**config.mk**
```make
export PLATFORM = sky130hd
export DESIGN_NAME = sdram_arbiter_flat
export DESIGN_NICKNAME = d
export VERILOG_FILES = /design/src/rtl/sdram_arbiter_if.sv /design/src/rtl/sdram_arbiter.sv /design/src/flat_wrapper.sv
export SDC_FILE = /design/constraint.sdc
export NUM_CORES = 1
export LEC_CHECK = 0
export BUFFER_PORTS_ARGS = -buffer_cell sky130_fd_sc_hd__buf_4
export CAP_MARGIN = 10
export CORE_MARGIN = 4
export CORE_UTILIZATION = 30
export CTS_CLUSTER_DIAMETER = 50
export DETAILED_ROUTE_END_ITERATION = 7
export PLACE_DENSITY = 0.68
export SYNTH_ARGS = -nofsm -noshare
export SYNTH_HDL_FRONTEND = slang
export SYNTH_SLANG_ARGS = --single-unit
```
**constraint.sdc**
```tcl
create_clock -name clk_100m -period 2.3 [get_ports clk_100m]
set_input_delay 0.46 -clock clk_100m [delete_from_list [all_inputs] [get_ports clk_100m]]
set_output_delay 0.46 -clock clk_100m [all_outputs]
set_load 0.03 [all_outputs]
```
**src/rtl/sdram_arbiter_if.sv**
```systemverilog
// sdram_arbiter_if
//   Bundles the signals between the two masters, the arbiter and the SDRAM
//   controller request/acknowledge port.
//   Master side : p0_* (video fetch) and p1_* (CPU) request/response signals.
//   Controller  : sdram_init_done, ctl_wr_req/ctl_rd_req, ctl_addr, ctl_wdata,
//                 ctl_wr_ack/ctl_rd_ack, ctl_rdata.
//   Debug       : grant_port, arb_state.
//   Modports:
//     slave  - the arbiter's view (takes requests and acks, drives the rest)
//     master - the environment's view (masters plus controller)
interface sdram_arbiter_if #(
  parameter int ADDR_W = 24,
  parameter int DATA_W = 16
);
  logic              p0_req;
  logic              p1_req;
  logic              p0_rw_n;
  logic              p1_rw_n;
  logic [ADDR_W-1:0] p0_addr;
  logic [ADDR_W-1:0] p1_addr;
  logic [DATA_W-1:0] p0_wdata;
  logic [DATA_W-1:0] p1_wdata;
  logic              p0_done;
  logic              p1_done;
  logic              p0_err;
  logic              p1_err;
  logic [DATA_W-1:0] p0_rdata;
  logic [DATA_W-1:0] p1_rdata;
  logic              sdram_init_done;
  logic              ctl_wr_req;
  logic              ctl_rd_req;
  logic [ADDR_W-1:0] ctl_addr;
  logic [DATA_W-1:0] ctl_wdata;
  logic              ctl_wr_ack;
  logic              ctl_rd_ack;
  logic [DATA_W-1:0] ctl_rdata;
  logic              grant_port;
  logic [1:0]        arb_state;

  modport slave (
    input  p0_req, p1_req, p0_rw_n, p1_rw_n, p0_addr, p1_addr,
    input  p0_wdata, p1_wdata,
    output p0_done, p1_done, p0_err, p1_err, p0_rdata, p1_rdata,
    input  sdram_init_done,
    output ctl_wr_req, ctl_rd_req, ctl_addr, ctl_wdata,
    input  ctl_wr_ack, ctl_rd_ack, ctl_rdata,
    output grant_port, arb_state
  );

  modport master (
    output p0_req, p1_req, p0_rw_n, p1_rw_n, p0_addr, p1_addr,
    output p0_wdata, p1_wdata,
    input  p0_done, p1_done, p0_err, p1_err, p0_rdata, p1_rdata,
    output sdram_init_done,
    input  ctl_wr_req, ctl_rd_req, ctl_addr, ctl_wdata,
    output ctl_wr_ack, ctl_rd_ack, ctl_rdata,
    input  grant_port, arb_state
  );
endinterface

```
**src/rtl/sdram_arbiter.sv**
```systemverilog
// sdram_arbiter
//   Two-port round-robin arbiter in front of an SDRAM controller's level
//   request / pulse acknowledge interface. One command is latched at grant,
//   held on ctl_wr_req/ctl_rd_req until its matching ack (or a watchdog
//   abort), then completion is reported to the owning port as a one-cycle
//   done (or err) pulse, with read data captured on read acks.
//   Ports:
//     clk_100m - system clock
//     rst_n    - asynchronous active-low reset
//     bus      - sdram_arbiter_if.slave (master ports, controller port, debug)
//   Parameters: ADDR_W / DATA_W widths, TIMEOUT watchdog limit in S_ISSUE
//   cycles (>= 2).
module sdram_arbiter #(
  parameter int ADDR_W  = 24,
  parameter int DATA_W  = 16,
  parameter int TIMEOUT = 1023
) (
  input  logic           clk_100m,
  input  logic           rst_n,
  sdram_arbiter_if.slave bus
);

  typedef enum logic [1:0] {
    S_IDLE    = 2'd0,
    S_ISSUE   = 2'd1,
    S_RECOVER = 2'd2
  } state_t;

  localparam int WD_W = $clog2(TIMEOUT + 1);
  localparam logic [WD_W-1:0] WD_LAST = WD_W'(TIMEOUT - 1);

  state_t                 state_q, state_d;
  logic                   last_grant_q, last_grant_d;
  logic                   grant_port_q, grant_port_d;
  logic                   rw_n_q, rw_n_d;
  logic [ADDR_W-1:0]      ctl_addr_q, ctl_addr_d;
  logic [DATA_W-1:0]      ctl_wdata_q, ctl_wdata_d;
  logic                   ctl_wr_req_q, ctl_wr_req_d;
  logic                   ctl_rd_req_q, ctl_rd_req_d;
  logic [WD_W-1:0]        wdog_q, wdog_d;
  logic [1:0]             done_q, done_d;
  logic [1:0]             err_q, err_d;
  logic [1:0][DATA_W-1:0] rdata_q, rdata_d;

  logic [1:0] req_vec;
  logic       grant_sel;
  logic       ack_match;

  always_comb begin
    state_d      = state_q;
    last_grant_d = last_grant_q;
    grant_port_d = grant_port_q;
    rw_n_d       = rw_n_q;
    ctl_addr_d   = ctl_addr_q;
    ctl_wdata_d  = ctl_wdata_q;
    ctl_wr_req_d = ctl_wr_req_q;
    ctl_rd_req_d = ctl_rd_req_q;
    wdog_d       = wdog_q;
    done_d       = '0;
    err_d        = '0;
    rdata_d      = rdata_q;

    req_vec   = {bus.p1_req, bus.p0_req};
    // Under contention the port that did not own the last command wins;
    // otherwise the lone requester (bit 1 set means port 1).
    grant_sel = (req_vec == 2'b11) ? ~last_grant_q : req_vec[1];
    // Only the ack type matching the latched command counts.
    ack_match = rw_n_q ? bus.ctl_wr_ack : bus.ctl_rd_ack;

    case (state_q)
      S_IDLE: begin
        if (bus.sdram_init_done && (req_vec != 2'b00)) begin
          grant_port_d = grant_sel;
          rw_n_d       = grant_sel ? bus.p1_rw_n  : bus.p0_rw_n;
          ctl_addr_d   = grant_sel ? bus.p1_addr  : bus.p0_addr;
          ctl_wdata_d  = grant_sel ? bus.p1_wdata : bus.p0_wdata;
          ctl_wr_req_d = grant_sel ? bus.p1_rw_n  : bus.p0_rw_n;
          ctl_rd_req_d = grant_sel ? ~bus.p1_rw_n : ~bus.p0_rw_n;
          wdog_d       = '0;
          state_d      = S_ISSUE;
        end
      end

      S_ISSUE: begin
        wdog_d = wdog_q + 1'b1;
        // Ack is tested first so it wins over a same-cycle timeout.
        if (ack_match) begin
          ctl_wr_req_d           = 1'b0;
          ctl_rd_req_d           = 1'b0;
          done_d[grant_port_q]   = 1'b1;
          last_grant_d           = grant_port_q;
          state_d                = S_RECOVER;
          if (!rw_n_q) begin
            rdata_d[grant_port_q] = bus.ctl_rdata;
          end
        end else if (wdog_q == WD_LAST) begin
          ctl_wr_req_d         = 1'b0;
          ctl_rd_req_d         = 1'b0;
          err_d[grant_port_q]  = 1'b1;
          last_grant_d         = grant_port_q;
          state_d              = S_RECOVER;
        end
      end

      // One dead cycle keeps the controller request low between commands
      // and lets the finished master drop its req before arbitration.
      S_RECOVER: state_d = S_IDLE;

      default: state_d = S_IDLE;
    endcase
  end

  always_ff @(posedge clk_100m or negedge rst_n) begin
    if (!rst_n) begin
      state_q      <= S_IDLE;
      last_grant_q <= 1'b1;
      grant_port_q <= 1'b0;
      rw_n_q       <= 1'b0;
      ctl_addr_q   <= '0;
      ctl_wdata_q  <= '0;
      ctl_wr_req_q <= 1'b0;
      ctl_rd_req_q <= 1'b0;
      wdog_q       <= '0;
      done_q       <= '0;
      err_q        <= '0;
      rdata_q      <= '0;
    end else begin
      state_q      <= state_d;
      last_grant_q <= last_grant_d;
      grant_port_q <= grant_port_d;
      rw_n_q       <= rw_n_d;
      ctl_addr_q   <= ctl_addr_d;
      ctl_wdata_q  <= ctl_wdata_d;
      ctl_wr_req_q <= ctl_wr_req_d;
      ctl_rd_req_q <= ctl_rd_req_d;
      wdog_q       <= wdog_d;
      done_q       <= done_d;
      err_q        <= err_d;
      rdata_q      <= rdata_d;
    end
  end

  assign bus.p0_done    = done_q[0];
  assign bus.p1_done    = done_q[1];
  assign bus.p0_err     = err_q[0];
  assign bus.p1_err     = err_q[1];
  assign bus.p0_rdata   = rdata_q[0];
  assign bus.p1_rdata   = rdata_q[1];
  assign bus.ctl_wr_req = ctl_wr_req_q;
  assign bus.ctl_rd_req = ctl_rd_req_q;
  assign bus.ctl_addr   = ctl_addr_q;
  assign bus.ctl_wdata  = ctl_wdata_q;
  assign bus.grant_port = grant_port_q;
  assign bus.arb_state  = state_q;

endmodule

```
**src/flat_wrapper.sv**
```systemverilog
// flat-port wrapper written by rule: the top's interface ports become plain ports
module sdram_arbiter_flat 
#(
  parameter int ADDR_W  = 24,
  parameter int DATA_W  = 16,
  parameter int TIMEOUT = 1023
)
  (clk_100m, rst_n, bus_p0_req, bus_p1_req, bus_p0_rw_n, bus_p1_rw_n, bus_p0_addr, bus_p1_addr, bus_p0_wdata, bus_p1_wdata, bus_p0_done, bus_p1_done, bus_p0_err, bus_p1_err, bus_p0_rdata, bus_p1_rdata, bus_sdram_init_done, bus_ctl_wr_req, bus_ctl_rd_req, bus_ctl_addr, bus_ctl_wdata, bus_ctl_wr_ack, bus_ctl_rd_ack, bus_ctl_rdata, bus_grant_port, bus_arb_state);
  sdram_arbiter_if #(.ADDR_W(ADDR_W), .DATA_W(DATA_W)) bus_i ();
  input  logic clk_100m;
  input  logic rst_n;
  input wire logic [$bits(bus_i.p0_req)-1:0] bus_p0_req;
  input wire logic [$bits(bus_i.p1_req)-1:0] bus_p1_req;
  input wire logic [$bits(bus_i.p0_rw_n)-1:0] bus_p0_rw_n;
  input wire logic [$bits(bus_i.p1_rw_n)-1:0] bus_p1_rw_n;
  input wire logic [$bits(bus_i.p0_addr)-1:0] bus_p0_addr;
  input wire logic [$bits(bus_i.p1_addr)-1:0] bus_p1_addr;
  input wire logic [$bits(bus_i.p0_wdata)-1:0] bus_p0_wdata;
  input wire logic [$bits(bus_i.p1_wdata)-1:0] bus_p1_wdata;
  output wire logic [$bits(bus_i.p0_done)-1:0] bus_p0_done;
  output wire logic [$bits(bus_i.p1_done)-1:0] bus_p1_done;
  output wire logic [$bits(bus_i.p0_err)-1:0] bus_p0_err;
  output wire logic [$bits(bus_i.p1_err)-1:0] bus_p1_err;
  output wire logic [$bits(bus_i.p0_rdata)-1:0] bus_p0_rdata;
  output wire logic [$bits(bus_i.p1_rdata)-1:0] bus_p1_rdata;
  input wire logic [$bits(bus_i.sdram_init_done)-1:0] bus_sdram_init_done;
  output wire logic [$bits(bus_i.ctl_wr_req)-1:0] bus_ctl_wr_req;
  output wire logic [$bits(bus_i.ctl_rd_req)-1:0] bus_ctl_rd_req;
  output wire logic [$bits(bus_i.ctl_addr)-1:0] bus_ctl_addr;
  output wire logic [$bits(bus_i.ctl_wdata)-1:0] bus_ctl_wdata;
  input wire logic [$bits(bus_i.ctl_wr_ack)-1:0] bus_ctl_wr_ack;
  input wire logic [$bits(bus_i.ctl_rd_ack)-1:0] bus_ctl_rd_ack;
  input wire logic [$bits(bus_i.ctl_rdata)-1:0] bus_ctl_rdata;
  output wire logic [$bits(bus_i.grant_port)-1:0] bus_grant_port;
  output wire logic [$bits(bus_i.arb_state)-1:0] bus_arb_state;
  assign bus_i.p0_req = bus_p0_req;
  assign bus_i.p1_req = bus_p1_req;
  assign bus_i.p0_rw_n = bus_p0_rw_n;
  assign bus_i.p1_rw_n = bus_p1_rw_n;
  assign bus_i.p0_addr = bus_p0_addr;
  assign bus_i.p1_addr = bus_p1_addr;
  assign bus_i.p0_wdata = bus_p0_wdata;
  assign bus_i.p1_wdata = bus_p1_wdata;
  assign bus_p0_done = bus_i.p0_done;
  assign bus_p1_done = bus_i.p1_done;
  assign bus_p0_err = bus_i.p0_err;
  assign bus_p1_err = bus_i.p1_err;
  assign bus_p0_rdata = bus_i.p0_rdata;
  assign bus_p1_rdata = bus_i.p1_rdata;
  assign bus_i.sdram_init_done = bus_sdram_init_done;
  assign bus_ctl_wr_req = bus_i.ctl_wr_req;
  assign bus_ctl_rd_req = bus_i.ctl_rd_req;
  assign bus_ctl_addr = bus_i.ctl_addr;
  assign bus_ctl_wdata = bus_i.ctl_wdata;
  assign bus_i.ctl_wr_ack = bus_ctl_wr_ack;
  assign bus_i.ctl_rd_ack = bus_ctl_rd_ack;
  assign bus_i.ctl_rdata = bus_ctl_rdata;
  assign bus_grant_port = bus_i.grant_port;
  assign bus_arb_state = bus_i.arb_state;
  sdram_arbiter #(.ADDR_W(ADDR_W), .DATA_W(DATA_W), .TIMEOUT(TIMEOUT)) u_core (.clk_100m(clk_100m), .rst_n(rst_n), .bus(bus_i));
endmodule
```
# After elaboration in Yosys (flattened, before gate mapping)
# Index checks and enable logic that the tools add are counted.
# word_totals
regBits	93
in_bits	105
output_inout_bits	81
# classes
n_addsub	1
order_cmp	2
eq_ne	5
muxes	30
bitwise	4
reduce_logical	12
# ops
operator	count
$bwmux W32	1
$mux W16	2
$mux W24	1
$pmux W10 S2	1
$demux W16 S1	1
$mux W2	8
$mux W1	11
$add A10 B1 Y10 const B	1
$eq A10 B10 Y1 const B	1
$mux W10	1
$reduce_and A2 Y1	4
$reduce_and A3 Y1	2
$reduce_bool A2 Y1	3
$not A1 Y1	4
$pmux W1 S2	2
$pmux W2 S2	1
$ne A3 B1 Y1 const B	1
$eq A2 B1 Y1 const B	1
$eq A2 B2 Y1 const B	1
$logic_and A1 B1 Y1	2
$logic_not A2 Y1	1
$lt A1 B2 Y1 const B	1
$ne A2 B1 Y1 const B	1
$demux W1 S1	1
$ge A1 B1 Y1 const B	1

# Longest topological paths before layout
# logic_depth
word_depth	7
depth_mapped	6

# Worst setup path before layout
# OpenSTA, ideal clock, no wires.
# synth_path
path_kind	register to register
startpoint	register u_core.state_q[1], in the netlist u_core.bus.arb_state[1]
endpoint	register u_core.rdata_q, in the netlist u_core.bus.p0_rdata[10]
setup_ns	0.125
t_arrival_ns	1.740
setup_slack_ns	0.435
stages_incl_launch_ff	7
path_buffers	3
cell_sequence	dfrtp_1 -> nand2b_1 -> buf_6 -> or3_4 -> buf_6 -> buf_12 -> mux2_4
# synth_between
elab_chain_len	2
# synth_rtl
item	line_no	rtl
from (decl)	sdram_arbiter.sv:32	state_t state_q, state_d;
from (signal assigned)	sdram_arbiter.sv:128	state_q <= state_d;
$eq A2 B1 Y1	sdram_arbiter.sv:70	case (state_q)
$reduce_and A3 Y1 (no line)	--	
to (signal assigned)	sdram_arbiter.sv:139	rdata_q <= rdata_d;
to (decl)	sdram_arbiter.sv:43	logic [1:0][DATA_W-1:0] rdata_q, rdata_d;
# Every way passes these cells.
# A chain may end at the register's enable or synchronous reset.

# Worst setup path after layout
# layout_path
startpoint	register u_core.state_q[1], in the netlist u_core.bus.arb_state[1]
endpoint	register u_core.rdata_q, in the netlist u_core.bus.p1_rdata[7]
# Same word-level chain as after synthesis.

==> flow_metrics.py <==
metrics = {
    "outcome": {
        "status": "completed",
    },
    "global_routing": {
        "grt_pass1_wl_mm": 16.0,
        "grt_max_degree": 81,
        "grt_use_met1": 0.175,
        "grt-busiest-layer": "met2",
        "first_global_vias": 3207,
        "grt_util_all_layers": 0.134,
        "met2_usage": 0.206,
        "grt.overflow.total": 0,
        "antenna_found_initial": 0,
        "met3_usage": 0.0486,
    },
    "setup_path": {
        "crit_path_max_incr_delay_ns": 0.40,
        "crit_buf_inv": 1,
        "critical-path-slowest-cell": "dfrtp_1",
        "cp_max_fo": 12,
        "cp-start-kind": "flip-flop",
        "worstSetupPathType": "reg -> reg",
        "startpoint": "u_core.bus.arb_state[1]$_DFFE_PN0P_",
        "critPathCaptureType": "flip-flop",
        "endpoint": "u_core.bus.p1_rdata[7]$_DFFE_PN0P_",
        "rr_worst_depth": 5,
        "rrSetupSlack_ns": 0.52,
        "worstReg2RegStart": "u_core.bus.arb_state[1]$_DFFE_PN0P_",
        "crit_path_cell_trace": "and2b_4, nand2_1, nor2_2, buf_4, mux2_2",
        "cp.depth": 5,
        "path_delay_family": "simple AND/OR/NAND/NOR gates",
        "critPathRequiredTime_ns": 2.52,
        "cp_data_arrival_time_ns": 2.00,
        "reg2reg_to": "u_core.bus.p1_rdata[7]$_DFFE_PN0P_",
    },
    "floorplanning": {
        "rows": 41,
        "core_area_um2": 12900,
        "start_util": 0.312,
        "die-area_um2": 15300,
        "dieWidth_um": 124,
        "io_pins": 186,
        "die_y_um": 124,
    },
    "timing": {
        "setup-tns-final_ns": 0,
        "slew_viol_final": 0,
        "setup_violations": 0,
        "rsz0062_at_grt": "no",
        "skew_ns": 0.00806,
        "relSlewSlack": 0.756,
        "worstMarginPinSlew_ns": 0.366,
        "fin_crit_sh": 0.774,
        "fmax_mhz": 562,
        "hold_viol_final": 0,
        "fin_crit_ns": 1.78,
    },
    "clock_network": {
        "cts_max_level": 3,
        "cts_hold_buf": 0,
        "clkLatencyLatePin_ns": 0.34,
        "cts-resized-gates": 0,
        "numClockSinks": 93,
        "cts-root-buf": "clkbuf_16",
        "numCtsBuffers": 9,
        "clk_pin_slew_ns": 0.06,
        "cts_setup_buffers": 0,
        "cts_tree": "built",
        "clk_path_buf_depth": 2,
    },
    "synth": {
        "synth.distinct_cells": 35,
        "postSynthRegisterBits": 93,
        "yosysTopAreaCellShare": 0.574,
        "yosysSeqAreaShare": 0.580,
        "yosys.area.top_type": "dfrtp_1",
        "synth_fp_nets": 440,
        "avgSynthCellArea_um2": 12.0,
        "netlist_area_um2": 4010,
        "yosysWarningCount": 0,
        "ys_top_cells_by_area": "dfrtp_1 57%, mux2i_1 11%, mux2_2 6.5%, o21ai_0 5.5%, nand2_1 4.9%",
        "netlist_instances": 333,
    },
    "routing": {
        "avgRoutedWirePerCell_um": 14.7,
        "drtIter0Drc": 117,
        "vias": 3146,
        "dr.pass1.iters": 4,
        "wl_mm": 10.2,
        "drt-vias-per-instance": 4.54,
        "postRouteAntennaNets": 0,
        "drc": 0,
    },
    "power_and_ir_drop": {
        "p_total_uw": 8090,
        "ir_drop_uv": 623,
        "power.leakage_uw": 0.00299,
        "p_per_area_nw_per_um2": 1370,
    },
    "cells_and_area": {
        "drive_gt1_frac": 0.472,
        "syn_to_final_growth_pct": 46.9,
        "nNetsFinal": 623,
        "finalInstanceArea_um2": 5890,
        "post-route-util": 0.458,
        "nFillCells": 1203,
        "diodes": 0,
    },
    "placed_design": {
        "placed_area_um2": 5600,
        "dp_hpwl_mm": 7.79,
        "io_buffers": 185,
        "gp_congestion": 0.796,
    },
    "worst_hold_path": {
        "hp-class": "in -> async",
    },
    "flow_run": {
        "cap_violations": 0,
    },
}
[sequential cells by signal (all words and copies together), names as in the netlist]
| name | count |
|---|---|
| u_core.bus.ctl_addr | 24 |
| u_core.bus.p0_rdata | 16 |
| u_core.bus.ctl_wdata | 16 |
| u_core.bus.arb_state | 2 |
| u_core.err_q | 2 |
| u_core.bus.ctl_rd_req | 1 |
| u_core.wdog_q | 10 |
| u_core.bus.p1_rdata | 16 |
| u_core.bus.grant_port | 1 |
| u_core.last_grant_q | 1 |
| u_core.bus.ctl_wr_req | 1 |
| u_core.rw_n_q | 1 |
| u_core.done_q | 2 |
[Yosys cell counts]
master	instances
dfrtp_1	92
nand2_1	52
o21ai_0	44
mux2i_1	43
mux2_2	23
clkbuf_1	11
mux2_4	10
nand3_1	7
nor2_1	6
buf_2	4
a21oi_1	3
and3_1	3
nand4_1	3
o211ai_1	3
a31o_2	2
and2_1	2
buf_6	2
ha_1	2
inv_1	2
nand2b_1	2
nor3_1	2
o31ai_1	2
a21boi_0	1
a21o_2	1
a31oi_1	1
and2b_4	1
and4_1	1
buf_12	1
buf_4	1
dfstp_2	1
nor2_2	1
nor4_1	1
o211a_1	1
or3_4	1
xor2_1	1
[per-stage QoR]
step                      hold WS, ns  std cells  setup WS [ns]
final                          0.0321        693          0.520
after global routing           0.0494        693          0.379
after CTS                      0.0326        693          0.506
after detailed placement        0.405        677          0.508
after global placement          0.403        677          0.570
after floorplan                 0.164        333          0.435
[per-layer routing]
metal	vias to the layer above	share of wire
li1	1530	-
met1	1465	0.42
met2	140	0.46
met3	11	0.11
met4	0	0.013
met5	-	0
[where the power goes]
part / leakage [uW] / total (uW) / switching [uW] / internal, uW
clock network: 0.000132 / 1460 / 618 / 845
registers: 0.00116 / 2800 / 446 / 2350
logic: 0.00170 / 3830 / 2280 / 1560
[worst register-to-register path, delay by kind of cell, from the launching register on]
kind                   cells  cell delay [ns]
buffers and inverters      1             0.26
flip-flops                 1             0.40
multiplexers               1             0.36
AND/OR/NAND/NOR            3             0.64
[how the worst min path moves through the flow]
stage	from	endpoint	cells after the start
final	rst_n	u_core.bus.ctl_addr[6]$_DFFE_PN0P_	1
after global routing	rst_n	u_core.wdog_q[3]$_DFFE_PN0P_	1
after CTS	rst_n	u_core.wdog_q[3]$_DFFE_PN0P_	1
after detailed placement	rst_n	u_core.wdog_q[3]$_DFFE_PN0P_	1
after global placement	rst_n	u_core.wdog_q[3]$_DFFE_PN0P_	1
after floorplan	rst_n	u_core.bus.arb_state[0]$_DFFE_PN0P_	0
[layout by cell type (no fill, tap or decap), drive strengths merged, types with 3 or more instances in the layout]
cell type,Yosys,layout
clkinvlp,0,3
a21oi,3,3
buf,8,191
mux2i,43,43
nor2,7,7
dfrtp,92,92
clkbuf,11,11
nand4,3,3
o211ai,3,3
nand2,52,52
nand3,7,7
and3,3,3
o21ai,44,44
mux2,33,33
[final cells by class]
type                            count  area, um2  area share
Sequential cell                    93       2330       0.395
Tap cell                          172        215      0.0365
Clock buffer                       11        233      0.0395
Multi-Input combinational cell    219       1580       0.267
Timing Repair Buffer              191       1470       0.250
Inverter                            2       7.51     0.00127
Clock inverter                      5       61.3      0.0104
[cell families (layout without fill, tap and decap cells)]
group	after synthesis	count (layout)	synth area share
AO/OA/AOI/OAI	58	58	0.0805
multiplexers	76	76	0.209
flip-flops	93	93	0.580
XOR/XNOR	1	1	0.00218
AND/OR/NAND/NOR	82	82	0.0917
buffers and inverters	21	209	0.0296
adder cells (fa/ha/maj)	2	2	0.00624
No activity file was read; power rests on OpenSTA's default activity.
